<file path="src/rtl/ifid_stage_buf.sv">
// IF/ID pipeline stage: registers the fetched instruction and PC, splits it into decode
// fields, and buffers in-flight fetches in a small FIFO while decode is stalled.
module ifid_stage_buf #(
  parameter int          PC_W      = 16,
  parameter int          BUF_DEPTH = 2,
  parameter logic [15:0] NOP_INST  = 16'hF000
) (
  input  logic            clk,
  input  logic            rst,
  input  logic            if_valid,
  output logic            if_ready,
  input  logic [15:0]     instruction,
  input  logic [PC_W-1:0] PC_in,
  input  logic            data_hazard,
  input  logic            PC_hazard,
  output logic            id_valid,
  output logic [3:0]      cntrl_input,
  output logic [3:0]      reg_rd,
  output logic [2:0]      branch_cond,
  output logic [3:0]      reg_rs,
  output logic [3:0]      reg_rt,
  output logic [3:0]      arith_imm,
  output logic [7:0]      load_save_imm,
  output logic [11:0]     call_target,
  output logic [PC_W-1:0] PC_out,
  output logic [2:0]      buf_count
);

  localparam int                PTR_W    = (BUF_DEPTH > 1) ? $clog2(BUF_DEPTH) : 1;
  localparam int                SLOTS    = 1 << PTR_W;
  localparam logic [2:0]        DEPTH_C  = 3'(BUF_DEPTH);
  localparam logic [PTR_W-1:0]  LAST_PTR = PTR_W'(BUF_DEPTH - 1);

  logic [15:0]     inst_mem [SLOTS];
  logic [PC_W-1:0] pc_mem   [SLOTS];
  logic [PTR_W-1:0] rd_ptr, wr_ptr;
  logic [2:0]       count;

  logic [15:0]     id_inst;
  logic [PC_W-1:0] id_pc;
  logic            id_vld;

  logic accept, push, pop, bypass;

  function automatic logic [PTR_W-1:0] next_ptr(input logic [PTR_W-1:0] p);
    return (p == LAST_PTR) ? '0 : p + PTR_W'(1);
  endfunction

  // Fetch handshake: a word transfers on any edge where if_valid && if_ready; fetch may
  // hold or change its word freely while if_ready is low. Ready never depends on if_valid.
  assign if_ready = !rst && !PC_hazard &&
                    ((count < DEPTH_C) || (!data_hazard && count == 3'd0));
  assign accept   = if_valid && if_ready;

  always_comb begin
    push   = 1'b0;
    pop    = 1'b0;
    bypass = 1'b0;
    if (!PC_hazard) begin
      if (data_hazard) begin
        push = accept;
      end else if (count != 3'd0) begin
        pop  = 1'b1;
        push = accept;
      end else begin
        bypass = accept;
      end
    end
  end

  // Buffer storage carries data only; occupancy is tracked by count and the pointers.
  always_ff @(posedge clk) begin
    if (push) begin
      inst_mem[wr_ptr] <= instruction;
      pc_mem[wr_ptr]   <= PC_in;
    end
  end

  always_ff @(posedge clk) begin
    if (rst) begin
      rd_ptr  <= '0;
      wr_ptr  <= '0;
      count   <= 3'd0;
      id_vld  <= 1'b0;
      id_inst <= NOP_INST;
      id_pc   <= '0;
    end else if (PC_hazard) begin
      rd_ptr  <= '0;
      wr_ptr  <= '0;
      count   <= 3'd0;
      id_vld  <= 1'b0;
      id_inst <= NOP_INST;
    end else begin
      if (push) wr_ptr <= next_ptr(wr_ptr);
      if (pop)  rd_ptr <= next_ptr(rd_ptr);
      case ({push, pop})
        2'b10:   count <= count + 3'd1;
        2'b01:   count <= count - 3'd1;
        default: count <= count;
      endcase
      if (!data_hazard) begin
        if (pop) begin
          id_vld  <= 1'b1;
          id_inst <= inst_mem[rd_ptr];
          id_pc   <= pc_mem[rd_ptr];
        end else if (bypass) begin
          id_vld  <= 1'b1;
          id_inst <= instruction;
          id_pc   <= PC_in;
        end else begin
          // Bubble: PC_out keeps the last real PC.
          id_vld  <= 1'b0;
          id_inst <= NOP_INST;
        end
      end
    end
  end

  assign id_valid      = id_vld;
  assign cntrl_input   = id_inst[15:12];
  assign reg_rd        = id_inst[11:8];
  assign branch_cond   = id_inst[10:8];
  assign reg_rs        = id_inst[7:4];
  assign reg_rt        = id_inst[3:0];
  assign arith_imm     = id_inst[3:0];
  assign load_save_imm = id_inst[7:0];
  assign call_target   = id_inst[11:0];
  assign PC_out        = id_pc;
  assign buf_count     = count;

endmodule
</file>
<file path="config.mk">
export PLATFORM = sky130hd
export DESIGN_NAME = ifid_stage_buf
export DESIGN_NICKNAME = d
export VERILOG_FILES = /design/src/rtl/ifid_stage_buf.sv
export SDC_FILE = /design/constraint.sdc
export NUM_CORES = 1
export LEC_CHECK = 0
export CAP_MARGIN = 5
export CORE_MARGIN = 5
export CORE_UTILIZATION = 50
export CTS_BUF_LIST = sky130_fd_sc_hd__clkbuf_8
export CTS_CLUSTER_DIAMETER = 30
export DETAILED_ROUTE_END_ITERATION = 8
export PLACE_DENSITY = 0.81
export SYNTH_ARGS = -nofsm -noshare
export SYNTH_HDL_FRONTEND = slang
export SYNTH_SLANG_ARGS = --single-unit
</file>
<file path="constraint.sdc">
create_clock -name clk -period 4 [get_ports clk]
set_input_delay 0.6 -clock clk [delete_from_list [all_inputs] [get_ports clk]]
set_output_delay 0.6 -clock clk [all_outputs]
set_load 0.05 [all_outputs]
</file>
==> summary.txt <==
Status
  • Outcome: finished clean

CTS
  • Post-CTS sizing: 0
  • Depth of the CTS H-tree: 3
  • Insertion delay of the later-clocked pin in the worst-skew pair: about 0.35 ns
  • Setup Fix Bufs, Post-CTS: 0
  • CTS tree: done
  • Buffer type at the clock tree root: clkbuf_8
  • Hold Buf Count CTS: 0
  • Maximum clock path buffer count: 2
  • CTS Sinks: 103
  • Number of clock buffers inserted by TritonCTS: 9
  • Clock transition at path regs: around 0.090 ns

STA
  • Ratio of final minimum period to clock period: 78.9%
  • Worst clock skew: 0.00574 ns
  • Relative max-transition margin: 36.2%
  • Top achievable clock speed: 317 MHz
  • Post-route minimum period: 3.16 ns
  • Slew at the pin closest to its max-slew limit: 0.958 ns
  • Number of setup violations in the final report: 0
  • Hold Violations, Final: 0
  • Summed negative setup slack over all endpoints: 0 ns
  • Max Slew Vio Count: 0
  • RSZ-0062 raised after global routing: no

Floorplan
  • Count of standard-cell rows: 34
  • Starting utilization of the core area: around half
  • Height of the die: 103 um
  • Die footprint: between 0.01 and 0.015 sq mm
  • Number of ports placed on the die boundary: approximately 100
  • Horizontal extent of the die: 103 um
  • Floorplan core area: between 0.008 and 0.009 sq mm

Worst setup path
  • Critical path type: flop to flop
  • Critical path cell sequence: or3_1, nand2_1, clkinv_1, ha_1, inv_1, fa_1, xor2_1, or3_1, a21oi_1
  • Crit-path most repeated cell: or3_1
  • Largest delay share family, worst path: simple AND/OR/NAND/NOR gates
  • Worst-case register-to-register setup slack: 0.84 ns
  • Critical path endpoint category: flop
  • Largest stage delay, worst path: 0.54 ns
  • Number of buffers and inverters on the critical path: 2
  • Worst Path Max Fanout: 17
  • Required time at the endpoint of the critical path: 4.28 ns
  • Critical Path Start Type: flop
  • Critical path's slowest cell: or3_1
  • Critical path data arrival time: 3.44 ns

Cells and area
  • Most used cells in the layout excluding fill and tap cells: clkdlybuf4s50_1, edfxtp_1, dfxtp_1
  • # nets final: 444
  • Antenna diode count: 0
  • Share of cells above drive strength 1: 11.5%
  • Synthesis-to-finish area growth: 26.0%
  • Most common library cell in the layout ignoring fill and taps: clkdlybuf4s50_1

Synth
  • Total of flip-flops plus latches after synthesis: 103
  • EDFF count, synth: 64
  • Sequential share of the synthesized area: between 60% and 70%
  • Number of distinct library cell variants in the gate-level netlist after synthesis: 40
  • Compound-Gate Fraction of Synth Area: 14.4%
  • Dominant combinational cell family by area after synthesis: compound AO/OA/AOI/OAI gates
  • Net Count, Synth: 375
  • Ys async rst share: 0%
  • Fraction of the mapped netlist area in adder cells: 0.753%
  • Post-synthesis simple-gate area fraction: 7.74%
  • Yosys warning total: 0
  • Top flip-flop cell by instance count after synthesis: edfxtp_1
  • Share of cell area taken by muxes after synthesis: under 10%
  • Synthesized instance count: around 340
  • XOR/XNOR Fraction of Synth Area: 0.406%
  • Post-synth design cell area: approximately 0.0043 sq mm
  • Syn_area_per_cell: 12.9 sq um

GRT
  • Total track usage: about a fifth
  • Largest net degree at the start of global routing: 42
  • Global-route wire length before repair: approximately 16000 um
  • Antenna violations before repair: 0
  • Number of global-route vias before repair: 3115
  • Grt ovf: 0

Place
  • Total half-perimeter wirelength after legalization and detailed placement: 6790 um
  • Routability cong.: 0.871
  • # port buffers: 100

Pwr
  • Tot Pwr: 2.03 mW
  • Peak ir drop on the vdd network: 0.214 mV
  • Standby leakage power: 1.74 nW
  • Cell area power density: 373 mW/mm^2

Route
  • Iter 0 DRT Violations: about 190
  • Total wire length after detailed routing: 9990 um
  • Vias after detailed routing: 3093
  • Final routed DRC violation total: 0
  • Routed length per instance: 19.3 um
  • 1st-pass router iterations: 4
  • Post-route antenna net violation count: 0
  • Vias/cell: 5.97

Flow run
  • Max-cap violation count: 0

Worst hold path
  • HP Class: flop to flop
==> per-layer routing <==
| layer | vias up | routed length, um | share of wire, % | track usage (%) |
|---|---|---|---|---|
| li1 | 1400 | - | - | - |
| met1 | 1514 | 4010 | 40 | 25.4 |
| met2 | 164 | 4930 | 49 | 31.1 |
| met3 | 15 | 882 | 8.8 | 4.94 |
| met4 | 0 | 164 | 1.6 | 4.98 |
| met5 | - | 0 | 0 | 0 |
==> stage by stage <==
stage                     area (sq um)  util [%]  setup WS [ns]  instances  hold slack [ns]
final                             5440      63.6          0.844        518            0.520
after global routing              5440      63.6          0.647        518            0.549
after CTS                         5440      63.6          0.862        518            0.516
after detailed placement          5220      61.0          0.736        502            0.498
after global placement            5220      61.0          0.903        502            0.478
after floorplan                   4320         -          0.586        336            0.463
==> synth_stat cells, types with 9 or more instances <==
cell type	n	area [sq um]
edfxtp_1	64	1920
dfxtp_1	39	781
buf_4	28	210
a21oi_1	18	90.1
nand3_1	18	90.1
clkbuf_1	16	60.1
o21ai_0	13	65.1
mux2_2	12	135
mux2i_1	11	110
and3_1	10	62.6
a2111oi_0	9	78.8
a311oi_1	9	78.8
a32oi_1	9	78.8
nor2b_1	9	56.3
==> cells by family after synthesis <==
family,count (synthesis)
xor+xnor,2
flops,103
mux,23
buf+inv,59
simple gates,60
fa+ha+maj,2
compound gates,87
==> power by group <==
group          total [mW]  internal, mW  leakage, nW  switching, mW
Clock               0.707         0.367        0.116          0.339
Combinational       0.174        0.0703        0.727          0.104
Sequential           1.15          1.14        0.894        0.00687
==> worst paths after layout <==
path,endpoint,cells past startpoint,startpoint
max,buf_count[2],9,buf_count[0]
min,id_inst[15],2,id_inst[15]
max reg2reg,buf_count[2],9,buf_count[0]
min reg2reg,id_inst[15],2,id_inst[15]
==> sequential cells by signal, summed over array words and instances, names as in the netlist, named ones only <==
| name | count |
|---|---|
| inst_mem | 32 |
| id_valid | 1 |
| pc_mem | 32 |
| buf_count | 3 |
| PC_out | 16 |
| wr_ptr | 1 |
| rd_ptr | 1 |
| id_inst | 16 |
==> layout make-up <==
type | instances | area, sq um
clock buffers | 10 | 138
clock inverters | 6 | 83.8
fillers | 667 | 3110
inverters | 7 | 31.3
multi-input cells | 174 | 1260
flip-flops and latches | 103 | 2700
well taps | 108 | 135
repair buffers | 110 | 1090
==> tightest hold or removal path: stages, from the launching register on <==
cell and delay (ns):
dfxtp_1 0.32, o32ai_1 0.10, a21oi_1 0.05
No activity file was read; power rests on OpenSTA's default activity.
